## config.mk

```make
export PLATFORM = sky130hd
export DESIGN_NAME = pe_spad_seq
export DESIGN_NICKNAME = d
export VERILOG_FILES = /design/src/rtl/pe_ctrl_pkg.sv /design/src/rtl/pe_loop_counter.sv /design/src/rtl/pe_spad_seq.sv
export SDC_FILE = /design/constraint.sdc
export NUM_CORES = 1
export LEC_CHECK = 0
export BUFFER_PORTS_ARGS = -buffer_cell sky130_fd_sc_hd__buf_2
export CAP_MARGIN = 20
export CORE_MARGIN = 5
export CORE_UTILIZATION = 45
export DETAILED_ROUTE_END_ITERATION = 8
export SYNTH_ARGS = -nofsm -noshare
export SYNTH_HDL_FRONTEND = slang
export SYNTH_SLANG_ARGS = --single-unit
```

## constraint.sdc

```tcl
create_clock -name clk -period 5.25 [get_ports clk]
set_input_delay 0.2625 -clock clk [delete_from_list [all_inputs] [get_ports clk]]
set_output_delay 0.2625 -clock clk [all_outputs]
set_load 0.01 [all_outputs]
```

## src/rtl/pe_ctrl_pkg.sv

```systemverilog
// Shared control definitions for the PE scratchpad sequencer:
// FSM state encoding, drain default and loop-bound helper.
package pe_ctrl_pkg;

  typedef enum logic [2:0] {
    ST_IDLE     = 3'd0,
    ST_WAIT_WIN = 3'd1,
    ST_READ     = 3'd2,
    ST_DRAIN    = 3'd3,
    ST_OUT      = 3'd4
  } seq_state_e;

  localparam int DRAIN_CYC_DEFAULT = 2;
  localparam int DRAIN_CNT_W       = 8;

  // Terminal index for a loop bound; a bound of zero runs one iteration.
  function automatic logic [15:0] bound_to_max(input logic [15:0] cfg);
    return (cfg == 16'd0) ? 16'd0 : cfg - 16'd1;
  endfunction

endpackage

```

## src/rtl/pe_loop_counter.sv

```systemverilog
// Saturating loop-index counter: counts up while enabled, holds at max_count.
module pe_loop_counter #(
  parameter int W = 4
) (
  input  logic         clk,
  input  logic         rstn,
  input  logic         clear,
  input  logic         en,
  input  logic [W-1:0] max_count,
  output logic [W-1:0] count,
  output logic         at_max
);

  assign at_max = (count >= max_count);

  // Index register; clear has priority over counting.
  always_ff @(posedge clk) begin
    if (!rstn) begin
      count <= {W{1'b0}};
    end else if (clear) begin
      count <= {W{1'b0}};
    end else if (en && !at_max) begin
      count <= count + W'(1);
    end else begin
      count <= count;
    end
  end

endmodule

```

## src/rtl/pe_spad_seq.sv

```systemverilog
// Scratchpad read sequencer for one PE: walks filter taps (s) within
// channels (c) for each window (w), drives the MAC and hands off psums.
module pe_spad_seq
  import pe_ctrl_pkg::*;
#(
  parameter int CNT_W     = 4,
  parameter int ADDR_W    = 8,
  parameter int DRAIN_CYC = DRAIN_CYC_DEFAULT
) (
  input  logic              clk,
  input  logic              rstn,
  input  logic              start,
  input  logic [CNT_W-1:0]  cfg_filt_len,
  input  logic [CNT_W-1:0]  cfg_num_ch,
  input  logic [CNT_W-1:0]  cfg_num_win,
  input  logic              win_valid,
  output logic              win_ready,
  output logic              spad_rd_en,
  output logic [ADDR_W-1:0] spad_addr,
  output logic              mac_en,
  output logic              mac_first,
  output logic              psum_valid,
  input  logic              psum_ready,
  output logic              busy,
  output logic              done
);

  localparam logic [DRAIN_CNT_W-1:0] DRAIN_LAST =
    DRAIN_CNT_W'((DRAIN_CYC > 1) ? (DRAIN_CYC - 1) : 0);

  seq_state_e state;
  seq_state_e state_next;

  logic [CNT_W-1:0]       s_max;
  logic [CNT_W-1:0]       c_max;
  logic [CNT_W-1:0]       w_max;
  logic [CNT_W-1:0]       s_idx;
  logic [CNT_W-1:0]       c_idx;
  logic [CNT_W-1:0]       win_idx_unused;
  logic                   s_at_max;
  logic                   c_at_max;
  logic                   w_at_max;
  logic [ADDR_W-1:0]      base;
  logic [DRAIN_CNT_W-1:0] drain_cnt;

  logic start_acc;
  logic win_hs;
  logic psum_hs;
  logic in_read;
  logic s_wrap;

  // A start coinciding with done is dropped so a pass cannot chain implicitly.
  assign start_acc = (state == ST_IDLE) && start && !done;
  assign win_hs    = (state == ST_WAIT_WIN) && win_valid;
  assign psum_hs   = (state == ST_OUT) && psum_ready;
  assign in_read   = (state == ST_READ);
  assign s_wrap    = in_read && s_at_max;

  pe_loop_counter #(.W(CNT_W)) u_s_cnt (
    .clk       (clk),
    .rstn      (rstn),
    .clear     (start_acc || win_hs || s_wrap),
    .en        (in_read),
    .max_count (s_max),
    .count     (s_idx),
    .at_max    (s_at_max)
  );

  pe_loop_counter #(.W(CNT_W)) u_c_cnt (
    .clk       (clk),
    .rstn      (rstn),
    .clear     (start_acc || win_hs),
    .en        (s_wrap),
    .max_count (c_max),
    .count     (c_idx),
    .at_max    (c_at_max)
  );

  pe_loop_counter #(.W(CNT_W)) u_w_cnt (
    .clk       (clk),
    .rstn      (rstn),
    .clear     (start_acc),
    .en        (psum_hs),
    .max_count (w_max),
    .count     (win_idx_unused),
    .at_max    (w_at_max)
  );

  // State register.
  always_ff @(posedge clk) begin
    if (!rstn) begin
      state <= ST_IDLE;
    end else begin
      state <= state_next;
    end
  end

  // Next-state logic.
  always_comb begin
    state_next = state;
    case (state)
      ST_IDLE: begin
        if (start_acc) state_next = ST_WAIT_WIN;
        else           state_next = ST_IDLE;
      end
      ST_WAIT_WIN: begin
        if (win_valid) state_next = ST_READ;
        else           state_next = ST_WAIT_WIN;
      end
      ST_READ: begin
        if (s_at_max && c_at_max) state_next = ST_DRAIN;
        else                      state_next = ST_READ;
      end
      ST_DRAIN: begin
        if (drain_cnt >= DRAIN_LAST) state_next = ST_OUT;
        else                         state_next = ST_DRAIN;
      end
      ST_OUT: begin
        if (psum_ready) state_next = w_at_max ? ST_IDLE : ST_WAIT_WIN;
        else            state_next = ST_OUT;
      end
      default: state_next = ST_IDLE;
    endcase
  end

  // State-decoded outputs; the address is zero outside READ.
  always_comb begin
    win_ready  = 1'b0;
    spad_rd_en = 1'b0;
    spad_addr  = {ADDR_W{1'b0}};
    psum_valid = 1'b0;
    busy       = (state != ST_IDLE);
    case (state)
      ST_WAIT_WIN: win_ready = 1'b1;
      ST_READ: begin
        spad_rd_en = 1'b1;
        spad_addr  = base + ADDR_W'(s_idx);
      end
      ST_OUT:  psum_valid = 1'b1;
      default: win_ready = 1'b0;
    endcase
  end

  // Loop bounds are frozen for the whole pass.
  always_ff @(posedge clk) begin
    if (!rstn) begin
      s_max <= {CNT_W{1'b0}};
      c_max <= {CNT_W{1'b0}};
      w_max <= {CNT_W{1'b0}};
    end else if (start_acc) begin
      s_max <= CNT_W'(bound_to_max(16'(cfg_filt_len)));
      c_max <= CNT_W'(bound_to_max(16'(cfg_num_ch)));
      w_max <= CNT_W'(bound_to_max(16'(cfg_num_win)));
    end else begin
      s_max <= s_max;
      c_max <= c_max;
      w_max <= w_max;
    end
  end

  // Channel base address steps by S so spad_addr = c*S + s without a multiplier.
  always_ff @(posedge clk) begin
    if (!rstn) begin
      base <= {ADDR_W{1'b0}};
    end else if (start_acc || win_hs) begin
      base <= {ADDR_W{1'b0}};
    end else if (s_wrap && !c_at_max) begin
      base <= base + ADDR_W'(s_max) + ADDR_W'(1);
    end else begin
      base <= base;
    end
  end

  // Drain timer plus the MAC controls and done pulse, one cycle behind the reads.
  always_ff @(posedge clk) begin
    if (!rstn) begin
      drain_cnt <= {DRAIN_CNT_W{1'b0}};
      mac_en    <= 1'b0;
      mac_first <= 1'b0;
      done      <= 1'b0;
    end else begin
      drain_cnt <= (state == ST_DRAIN) ? (drain_cnt + DRAIN_CNT_W'(1)) : {DRAIN_CNT_W{1'b0}};
      mac_en    <= spad_rd_en;
      mac_first <= spad_rd_en && (s_idx == {CNT_W{1'b0}}) && (c_idx == {CNT_W{1'b0}});
      done      <= psum_hs && w_at_max;
    end
  end

endmodule

```

Word-level counts from Yosys, hierarchy flattened:

Cells that the tools add are included.

* output and inout port bits: 15
* logic and storage cells: 74
* register bits: 46

* bitwise gates (word level): 1
* order comparisons: 4
* reduce and logical (&&, ||, !) cells: 29
* add/sub/neg operators: 10
* equality and inequality tests: 4
* muxes and demuxes: 14

Operator list (number)
* logical NOT 4 bit: 5
* adder 8 x 1 -> 8 bit (second input constant): 2
* adder 8 x 4 -> 8 bit: 2
* one-hot mux 3 bit (5 select lines): 1
* adder 4 x 1 -> 4 bit (second input constant): 3
* >= comparator 4 bit: 3
* logical AND 1 bit: 12
* two-way mux 4 bit: 3
* subtractor 4 x 1 -> 4 bit (second input constant): 3
* >= comparator 8 x 1 -> 1 bit (second input constant): 1
* two-way mux 8 bit: 1
* == test 3 x 2 -> 1 bit (second input constant): 2
* two-way mux 1 bit: 6
* two-way mux 3 bit: 2
* OR reduction 2 bit: 3
* logical NOT 1 bit: 4
* == test 3 x 1 -> 1 bit (second input constant): 1
* == test 3 bit (second input constant): 1
* logical NOT 3 bit: 1
* nonzero test 3 bit: 1
* logical OR 1 bit: 2
* two-way mux 2 bit: 1
* AND reduction 2 bit: 1
* NOT 1 bit: 1

Logic depth before layout (Yosys ltp):

Gate-level depths: netlist of the first run.

* depth after elaboration: 6
* depth in mapped cells: 9

By module:

Synthesis of the first run repeated with hierarchy kept, for this count alone.

* cell total of the unflattened synthesis: 323
* area, all modules: 2750.1 sq um

By module, submodules not included
* pe_spad_seq: instances 1, cells an instance 230, area an instance 1928.1 sq um, seq. area each 680.7 sq um
* pe_loop_counter: instances 3, cells an instance 31, area an instance 274.0 sq um, seq. area each 80.1 sq um

Worst setup path after synthesis of the first run:

No wires, ideal clock.

* kind: register -> register
* start: register c_max[1]
* end: register base[7]
* cell stages (with the launch flop): 9
* period minus slack after synthesis: 1.931 ns
* arrival time: 1.810 ns
* setup slack: 3.319 ns
* setup time: 0.121 ns
* buffers on the path: 1
* cells stage by stage: dfxtp_1 inv_1 ha_1 o211ai_1 a21oi_1 nand2b_1 clkbuf_1 nor4_1 mux2_2

* cells in the longest elaborated chain, start to end: 3

Ends and longest elaborated chain
* start, declared: line pe_spad_seq.sv:35 `logic [CNT_W-1:0] c_max;`
* start signal, assigned: line pe_spad_seq.sv:148 `c_max <= {CNT_W{1'b0}};`
* start signal, assigned: line pe_spad_seq.sv:152 `c_max <= CNT_W'(bound_to_max(16'(cfg_num_ch)));`
* start signal, assigned: line pe_spad_seq.sv:156 `c_max <= c_max;`
* >= comparator 4 bit: line pe_loop_counter.sv:14 `assign at_max = (count >= max_count);`
* logical NOT 1 bit: line pe_spad_seq.sv:167 `end else if (s_wrap && !c_at_max) begin`
* logical AND 1 bit: line pe_spad_seq.sv:167
* end signal, assigned: line pe_spad_seq.sv:166 `base <= {ADDR_W{1'b0}};`
* end signal, assigned: line pe_spad_seq.sv:168 `base <= base + ADDR_W'(s_max) + ADDR_W'(1);`
* end signal, assigned: line pe_spad_seq.sv:170 `base <= base;`
* end, declared: line pe_spad_seq.sv:43 `logic [ADDR_W-1:0] base;`

Every way passes these cells.
A chain may end at the register's enable or synchronous reset.

Final worst setup path of the first run:

* start: register u_s_cnt.count[0]
* end: output spad_addr[6]

* cells in the longest elaborated chain, start to end: 2

Ends and longest elaborated chain
* start, declared: line pe_loop_counter.sv:10 `output logic [W-1:0] count,`
* start signal, assigned: line pe_loop_counter.sv:19 `count <= {W{1'b0}};`
* start signal, assigned: line pe_loop_counter.sv:21 `count <= {W{1'b0}};`
* start signal, assigned: line pe_loop_counter.sv:23 `count <= count + W'(1);`
* adder 8 x 4 -> 8 bit: line pe_spad_seq.sv:137 `spad_addr = base + ADDR_W'(s_idx);`
* two-way mux 8 bit: line pe_spad_seq.sv:133 `case (state)`
* end, declared: line pe_spad_seq.sv:19 `output logic [ADDR_W-1:0] spad_addr,`

Every way passes these cells.

==> results of run 1 <==
[sequential cells by signal, indices dropped and copies added, names as in the netlist]
register and count:
u_s_cnt.count 4, done 1, drain_cnt 8, w_max 4, u_w_cnt.count 4, s_max 4
u_c_cnt.count 4, mac_first 1, state 3, base 8, mac_en 1, c_max 4
[routing by layer]
layer,GRT usage [%],vias up,wire [um]
met2,28.1,45,2870
li1,-,1252,-
met3,3.04,9,269
met4,6.36,0,123
met1,20.8,1083,2780
met5,0,-,0
[worst paths after layout]
kind | endpoint | slack (ns) | from
worst min register to register | c_max[3]$_SDFFE_PN0P_ | 0.47 | c_max[3]$_SDFFE_PN0P_
worst max-delay path | spad_addr[6] | 2.85 | u_s_cnt.count[0]$_SDFFE_PP0P_
worst max register to register | w_max[3]$_SDFFE_PN0P_ | 3.07 | state[1]$_SDFF_PN0_
worst min-delay path | done$_SDFF_PN0_ | 0.23 | psum_ready
[where the power goes]
part           internal (uW)  switching [uW]  total, uW
clock                   93.6             125        219
combinational           40.0            72.1        112
sequential               360            10.6        370
total                    493             208        701
[cell families after synthesis]
logic type      Yosys count  synth area share [%]
mux                       2                 0.751
compound gates           80                  18.9
xor+xnor                 14                  4.33
simple gates            126                  24.2
buf+inv                  38                  5.48
fa+ha+maj                30                  13.8
flops                    46                  32.5
[placed cells by master, fill, tap and decap left out, types with 4 or more instances in the layout]
cell type	count
dfxtp_1	46
nor2_1	32
a21oi_1	31
buf_2	31
ha_1	28
inv_1	23
nand2_1	16
nand3_1	16
o21ai_0	12
nor3_1	11
xnor2_1	8
nor2b_1	7
a21o_1	7
xor2_1	6
and3_1	5
clkbuf_8	5
or3_1	4
nand2b_1	4
o31ai_1	4
or4_1	4
[per-stage QoR]
step	utilization [%]	instances	cell area [um^2]	hold WS [ns]	total power [uW]
after floorplan	-	336	2830	0.434	460
after CTS	49.9	439	3110	0.226	712
after detailed placement	48.4	431	3020	0.459	492
final	49.9	439	3110	0.230	701
after global routing	49.9	439	3110	0.241	741
after global placement	48.4	431	3020	0.457	490
[cell type report]
cell class | instances | share of cell area, %
sequential | 46 | 29.6
clock buffer | 5 | 2.21
tap | 77 | 3.09
clock inverter | 3 | 0.683
multi-input combinational | 252 | 56.4
timing repair buffer | 31 | 4.98
inverter | 25 | 3.01
==> results.json, run 1 <==
{
  "grt_pass1_vias": 2245,
  "cp-end-kind": "output port",
  "path_clk_slew_ns": 0.09,
  "synth_common_cells": "dfxtp_1 (46), nor2_1 (32), a21oi_1 (31), ha_1 (28), inv_1 (23)",
  "synth_cells": 336,
  "pre_cts_ws_ns": 3.06,
  "avgSynthCellArea_um2": 8.43,
  "synthArstFlopShare_pct": 0,
  "p_leak_uw": 0.00128,
  "cp_max_fo": 5,
  "cts_hold_buf": 0,
  "first_pass_iters": 4,
  "synth_warnings": 0,
  "synth_top_area_share_pct": 32.5,
  "tritoncts": "done",
  "rsz0062_at_grt": "no",
  "synth-seq-cells": 46,
  "max_freq_mhz": 416,
  "antenna_found_initial": 0,
  "postCtsResizedCells": 0,
  "crit_buf_inv": 1,
  "syn_to_final_growth_pct": 9.89,
  "dp_hpwl_mm": 4.55,
  "wire_per_inst_um": 13.8,
  "clk_latency_ns": 0.30,
  "period_minus_slack_ns": 2.40,
  "cts.sinks": 46,
  "reg2reg_depth": 4,
  "cap_viol_max_count": 0,
  "worst-setup-path-type": "reg -> out",
  "yosysTopAreaCell": "dfxtp_1",
  "min_period_over_period_pct": 45.8,
  "grtUsageTotal_pct": 16.5,
  "whs_path_depth": 2,
  "gp_congestion": 0.832,
  "ir_drop_uv": 163,
  "worst_path_most_repeated_cell": "a21oi_1",
  "yosysMostFrequentCell": "dfxtp_1",
  "path_depth": 7,
  "finalNetCount": 408,
  "finalClockSkew_ns": 0.00675,
  "cp_data_required_time_ns": 4.99,
  "tns_ns": 0,
  "cts_max_level": 2,
  "cp_top_family": "compound AO/OA/AOI/OAI gates",
  "numCtsBuffers": 5,
  "powerDensity_nw_per_um2": 225,
  "die_w_um": 89.3,
  "io_buffers": 31,
  "regArea_um2": 921,
  "initial_core_util_pct": 45.4,
  "grt_max_degree": 21,
  "synth_area_leaders": "dfxtp_1 (33%), ha_1 (12%), a21oi_1 (5.5%), nor2_1 (4.2%), inv_1 (3.0%)",
  "antenna_cells": 0,
  "vias": 2389,
  "totalWireLength_mm": 6.04,
  "die_y_um": 89.3,
  "die_area_um2": 7980,
  "crit_path_start_kind": "register",
  "hold_viol": 0,
  "run_status": "finished clean",
  "num-fill-cells": 616,
  "drtAntennaViolNets": 0,
  "grt_pass1_wl_mm": 10.3,
  "worst_pin_slew_ns": 0.795,
  "synth_cell_type_count": 56,
  "cpPeakStageDelay_ns": 0.41,
  "timing.final.ws_setup_ns": 2.85,
  "cts_buffer_depth": 2,
  "synth.cell_area_um2": 2830,
  "synth-edff-count": 0,
  "synth-main-ff-cell": "dfxtp_1",
  "arrival_ns": 2.14,
  "drt_iter0_markers": 67,
  "drive_gt1_share_pct": 14.6,
  "rows": 29,
  "hp-class": "in -> reg",
  "cp_slowest_cell": "fa_1",
  "path_cells": "ha_1 -> fa_1 -> a21o_1 -> a21oi_1 -> o21ai_0 -> a21oi_1 -> buf_2",
  "multiInputGateArea_um2": 1760,
  "synth.yosys.seq_area_share_pct": 32.5,
  "maxSlewViolCount": 0,
  "viasPerCell": 5.44,
  "syn-num-nets": 383,
  "cts_setup_buffers": 0,
  "grt-ovfl-total": 0,
  "route.detailed.drc": 0,
  "core_area_um2": 6240,
  "ios": 32,
  "max-slew-margin-rel_pct": 46.8,
  "setup_violations": 0,
  "cts_root_buf": "clkbuf_8"
}
Note: power is estimated with default switching activity, not from simulation.
==> inputs of run 2 (changes only) <==
--- a/config.mk
+++ b/config.mk
@@ -5,6 +5,7 @@
 export SDC_FILE = /design/constraint.sdc
 export NUM_CORES = 1
 export LEC_CHECK = 0
+export ABC_AREA = 1
 export BUFFER_PORTS_ARGS = -buffer_cell sky130_fd_sc_hd__buf_2
 export CAP_MARGIN = 20
 export CORE_MARGIN = 5
==> constraint.sdc (replaced) <==
create_clock -name clk -period 2.3 [get_ports clk]
set_input_delay 0.115 -clock clk [delete_from_list [all_inputs] [get_ports clk]]
set_output_delay 0.115 -clock clk [all_outputs]
set_load 0.01 [all_outputs]
==> run 2 against run 1 <==
  * Cell area rose by 5.1%
  * Setup slack worse by 2.7 ns
  * Sequential cell count did not move
  * Combinational power rose to 2.9 times the previous value
  * Clock-buffer cell count did not move
  * Total power rose to 2.5 times the previous value
  * Clock power grew to 2.8 times the previous value
  * Synthesized cell count up 21%
  * Global-route usage fell by 0.95 points
  * Clock skew is 0.0028 ns higher
  * Critical endpoint unchanged
  * Largest cell class unchanged
==> results.json, run 2 <==
{
  "synth-edff-count": 0,
  "drive_gt1_share_pct": 17.7,
  "drt_iter0_markers": 82,
  "io_buffers": 31,
  "die_w_um": 90.7,
  "drtAntennaViolNets": 0,
  "cp_data_required_time_ns": 2.18,
  "synth_common_cells": "nand2_1 (73), inv_1 (57), nor2_1 (53), dfxtp_1 (46), a21oi_1 (32)",
  "synth_cell_type_count": 36,
  "grt-ovfl-total": 0,
  "tns_ns": 0,
  "max-slew-margin-rel_pct": 70.3,
  "viasPerCell": 4.98,
  "holdWs_ns": 0.0464,
  "path_clk_slew_ns": 0.10,
  "finalClockSkew_ns": 0.00950,
  "cts_buffer_depth": 2,
  "synth-main-ff-cell": "dfxtp_1",
  "hold_viol": 0,
  "syn_to_final_growth_pct": 11.6,
  "period_minus_slack_ns": 2.13,
  "numCtsBuffers": 5,
  "synth_top_area_share_pct": 31.4,
  "cts.sinks": 46,
  "crit_path_start_kind": "register",
  "die_area_um2": 8230,
  "r2r_slack_ns": 0.44,
  "rows": 29,
  "cap_viol_max_count": 0,
  "die_y_um": 90.7,
  "worst_pin_slew_ns": 0.444,
  "syn-num-nets": 452,
  "totalWireLength_mm": 6.21,
  "grtUsageTotal_pct": 15.6,
  "synth.yosys.seq_area_share_pct": 31.4,
  "synth.cell_area_um2": 2930,
  "route.detailed.drc": 0,
  "maxSlewViolCount": 0,
  "gp_congestion": 0.785,
  "yosysTopAreaCell": "dfxtp_1",
  "worst-setup-path-type": "reg -> out",
  "initial_core_util_pct": 46.2,
  "final_common_cell": "nand2_1",
  "avgSynthCellArea_um2": 7.24,
  "cts_root_buf": "clkbuf_8",
  "arrival_ns": 2.02,
  "tritoncts": "done",
  "layout_common_cells": "nand2_1 (73), inv_1 (57), nor2_1 (52), dfxtp_1 (45), a21oi_1 (32)",
  "antenna_cells": 0,
  "ios": 32,
  "cp_max_fo": 5,
  "cp-end-kind": "output port",
  "ir_drop_uv": 281,
  "clk_latency_ns": 0.30,
  "p_leak_uw": 0.00147,
  "dp_hpwl_mm": 4.88,
  "powerDensity_nw_per_um2": 545,
  "rsz0062_at_grt": "no",
  "first_pass_iters": 5,
  "synth-seq-cells": 46,
  "wire_per_inst_um": 12.0,
  "grt_max_degree": 17,
  "grt_pass1_wl_mm": 10.8,
  "yosysMostFrequentCell": "nand2_1",
  "cts_max_level": 2,
  "cts_setup_buffers": 0,
  "synth_cells": 405,
  "reg_top3": "base (8), drain_cnt (8)",
  "synth_warnings": 0,
  "grt_pass1_vias": 2382,
  "setup_violations": 0,
  "core_area_um2": 6350,
  "run_status": "finished clean",
  "hp-class": "in -> reg",
  "total_power_uw": 1780,
  "vias": 2577,
  "min_period_over_period_pct": 92.6,
  "finalNetCount": 486,
  "synthArstFlopShare_pct": 0,
  "synth_area_leaders": "dfxtp_1 (31%), ha_1 (12%), nand2_1 (9.3%), inv_1 (7.3%), nor2_1 (6.8%)",
  "antenna_found_initial": 0,
  "max_freq_mhz": 469
}
==> run 2: cell count changes after synthesis, moves of 5 or more <==
cell      previous run  this run
o21ai_1              0         7
a21o_1               7         0
clkbuf_1             8         0
nor2b_1              7         0
and3_1               5         0
o22ai_1              1         9
nor2_1              32        53
inv_2                1         7
inv_1               23        57
o21ai_0             12         7
xnor2_1              8         2
nand3_1             16        24
nand2_1             16        73
==> run 2: path summary, 6_finish.rpt <==
path,start,to,depth (start not counted)
worst max-delay path,u_s_cnt.count[0]$_SDFFE_PP0P_,spad_addr[6],9
worst min-delay path,cfg_num_ch[0],c_max[0]$_SDFFE_PN0P_,2
worst max register to register,u_s_cnt.count[1]$_SDFFE_PP0P_,u_c_cnt.count[3]$_SDFFE_PP0P_,8
worst min register to register,w_max[3]$_SDFFE_PN0P_,w_max[3]$_SDFFE_PN0P_,2
==> run 2: area by class of cell <==
| type | count | area (um^2) |
|---|---|---|
| multi-input combinational | 288 | 1730 |
| clock buffer | 5 | 68.8 |
| tap | 77 | 96.3 |
| inverter | 65 | 244 |
| sequential | 46 | 922 |
| timing repair buffer | 33 | 170 |
| clock inverter | 3 | 43.8 |
| fill | 632 | 3080 |
==> run 2: worst max-delay path, stage by stage, from the launching register on <==
cell	delay, ns
dfxtp_2	0.35
ha_2	0.20
fa_2	0.34
nand2_1	0.07
inv_1	0.05
o21a_1	0.17
nor2_2	0.16
o21ai_1	0.09
a21oi_1	0.15
buf_2	0.14
==> run 2: stage by stage <==
| step | cells | area [um^2] | utilization [%] | setup slack (ns) |
|---|---|---|---|---|
| 2_1_floorplan | 405 | 2930 | - | 0.549 |
| 3_3_place_gp | 509 | 3150 | 49.6 | 0.436 |
| 3_5_place_dp | 509 | 3150 | 49.6 | 0.350 |
| 4_1_cts | 517 | 3270 | 51.4 | 0.0471 |
| 5_1_grt | 517 | 3270 | 51.5 | 0.00610 |
| 6_report | 517 | 3270 | 51.5 | 0.169 |
==> run 2: where the power goes <==
group	leakage [uW]	internal, uW	total [uW]	switching (uW)
registers	0.000373	824	842	17.5
clock network	0.0000585	326	621	295
logic	0.00104	113	320	206
==> run 2: logic make-up (layout without fill, tap and decap cells) <==
family	after synthesis	in the layout	synth area share (%)
and+or+nand+nor	184	184	29.1
xor gates and xnor gates	7	7	2.09
adders and majority gates	30	30	13.3
AOI/OAI and AO/OA	67	67	14.2
DFF	46	46	31.4
buffers and inverters	71	106	9.98
==> run 2: repair_timing <==
item                                    in CTS  in global routing
endpoints found under the setup margin       1                  2
resized for setup                            1                  4
pin swaps                                    0                  2
hold buffers                                 0                  0
==> run 2: metal layers <==
layer,GRT usage (%),vias up,part of all wire [%],wire (um)
li1,-,1386,-,-
met1,22.2,1150,52,3210
met2,23.6,35,44,2710
met3,3.50,6,3.3,207
met4,4.22,0,1.3,78
met5,0,-,0,0
==> inputs of run 3 (changes only) <==
--- a/config.mk
+++ b/config.mk
@@ -6,7 +6,7 @@
 export NUM_CORES = 1
 export LEC_CHECK = 0
 export ABC_AREA = 1
-export BUFFER_PORTS_ARGS = -buffer_cell sky130_fd_sc_hd__buf_2
+export BUFFER_PORTS_ARGS = -buffer_cell sky130_fd_sc_hd__buf_4
 export CAP_MARGIN = 20
 export CORE_MARGIN = 5
 export CORE_UTILIZATION = 45
==> run 3 against run 2 <==
  * Clock-buffer cell count unchanged
  * Clock power is 0.8% higher
  * Clock skew shrank 0.0039 ns
  * Non-clock buffer count unchanged
  * Cell area rose by 2.4%
  * Sequential cell count unchanged
  * Worst hold slack lost 0.023 ns
  * Total power rose by 0.97%
  * Die area stayed put
==> results.json, run 3 (same netlist as run 2, synthesis figures left out) <==
{
  "run_status": "finished clean",
  "die_area_um2": 8230,
  "first_pass_iters": 4,
  "gp_congestion": 0.802,
  "initial_core_util_pct": 46.2,
  "io_buffers": 31,
  "tritoncts": "done",
  "powerDensity_nw_per_um2": 537,
  "core_area_um2": 6350,
  "rows": 29,
  "setup_violations": 0,
  "ir_drop_uv": 279,
  "cts_setup_buffers": 0,
  "cp_data_required_time_ns": 2.18,
  "crit_path_start_kind": "register",
  "maxSlewViolCount": 0,
  "tns_ns": 0,
  "grt_max_degree": 18,
  "dpl.cell_count": 509,
  "totalWireLength_mm": 6.31,
  "min_period_over_period_pct": 92.3,
  "antenna_cells": 0,
  "grt_pass1_vias": 2509,
  "drtAntennaViolNets": 0,
  "finalClockSkew_ns": 0.00558,
  "max-slew-margin-rel_pct": 70.6,
  "cp_max_fo": 5,
  "route.detailed.drc": 0,
  "cts.sinks": 46,
  "hold_viol": 0,
  "finalNetCount": 486,
  "p_leak_uw": 0.00148,
  "final_common_cell": "nand2_1",
  "period_minus_slack_ns": 2.12,
  "die_w_um": 90.7,
  "reg_top3": "base (8), drain_cnt (8)",
  "numCtsBuffers": 5,
  "cts_buffer_depth": 2,
  "ios": 32,
  "die_y_um": 90.7,
  "hp-class": "in -> reg",
  "drive_gt1_share_pct": 17.7,
  "grt_pass1_wl_mm": 11.3,
  "vias": 2590,
  "cts_max_level": 2,
  "antenna_found_initial": 0,
  "dp_hpwl_mm": 4.92,
  "clk_latency_ns": 0.31,
  "max_freq_mhz": 471,
  "layout_common_cells": "nand2_1 (73), inv_1 (57), nor2_1 (52), dfxtp_1 (45), buf_4 (33)",
  "path_clk_slew_ns": 0.09,
  "arrival_ns": 2.01,
  "viasPerCell": 5.01,
  "wire_per_inst_um": 12.2,
  "drt_iter0_markers": 105,
  "cts_root_buf": "clkbuf_8",
  "grt-ovfl-total": 0,
  "cp-end-kind": "output port",
  "worst_pin_slew_ns": 0.440,
  "syn_to_final_growth_pct": 14.3,
  "cap_viol_max_count": 0,
  "num-fill-cells": 649,
  "worst-setup-path-type": "reg -> out",
  "fin_cells": 517,
  "rsz0062_at_grt": "no",
  "grtUsageTotal_pct": 16.2
}
run 3: cell counts in the layout (fill, tap and decap cells not counted):
No cell type changed its count.
run 3: per-layer routing:
layer	wire [um]	part of all wire [%]	global-route usage, %	up-vias
li1	-	-	-	1385
met1	3190	51	22.2	1161
met2	2780	44	25.6	36
met3	248	3.9	3.42	8
met4	83	1.3	4.47	0
met5	0	0	0	-
run 3: per-stage QoR:
stage	instance area, um^2	utilization (%)	setup slack [ns]	hold slack [ns]	power, uW
2_1_floorplan	2930	-	0.549	0.236	1100
3_3_place_gp	3230	50.8	0.429	0.349	1190
3_5_place_dp	3230	50.8	0.374	0.350	1190
4_1_cts	3340	52.6	0.0208	0.0141	1820
5_1_grt	3350	52.8	0.0205	0.0149	1910
6_report	3350	52.8	0.178	0.0233	1800
run 3: worst paths after layout:
| path | from | end | slack (ns) | cells after the start |
|---|---|---|---|---|
| hold / removal | cfg_num_ch[0] | c_max[0]$_SDFFE_PN0P_ | 0.02 | 2 |
| setup reg to reg | u_s_cnt.count[1]$_SDFFE_PP0P_ | base[4]$_SDFFE_PP0P_ | 0.46 | 8 |
| setup / recovery | u_s_cnt.count[0]$_SDFFE_PP0P_ | spad_addr[6] | 0.18 | 9 |
| hold reg to reg | drain_cnt[0]$_SDFF_PN0_ | drain_cnt[0]$_SDFF_PN0_ | 0.49 | 1 |
run 3: power by group:
part / internal (uW) / switching, uW / total, uW / leakage, uW
Sequential: 824 / 17.3 / 841 / 0.000373
Combinational: 126 / 206 / 333 / 0.00105
Clock: 326 / 300 / 626 / 0.0000585
run 3: area by class of cell:
type / instances / area [um^2] / share of cell area (%)
Inverter: 65 / 244 / 7.28
Timing Repair Buffer: 33 / 248 / 7.39
Clock buffer: 5 / 68.8 / 2.05
Clock inverter: 3 / 43.8 / 1.31
Tap cell: 77 / 96.3 / 2.87
Sequential cell: 46 / 925 / 27.6
Multi-Input combinational cell: 288 / 1730 / 51.5
run 3: critical path: stages, from the launching register on:
cell	delay, ns
dfxtp_4	0.37
ha_2	0.19
fa_2	0.34
nand2_1	0.06
inv_1	0.05
o21a_1	0.17
nor2_2	0.15
o21ai_1	0.09
a21oi_1	0.16
buf_4	0.13
run 3: timing repair:
action / in CTS / in global routing
endpoints found under the setup margin: 0 / 2
gates resized for setup: 0 / 6
hold buffers: 0 / 0
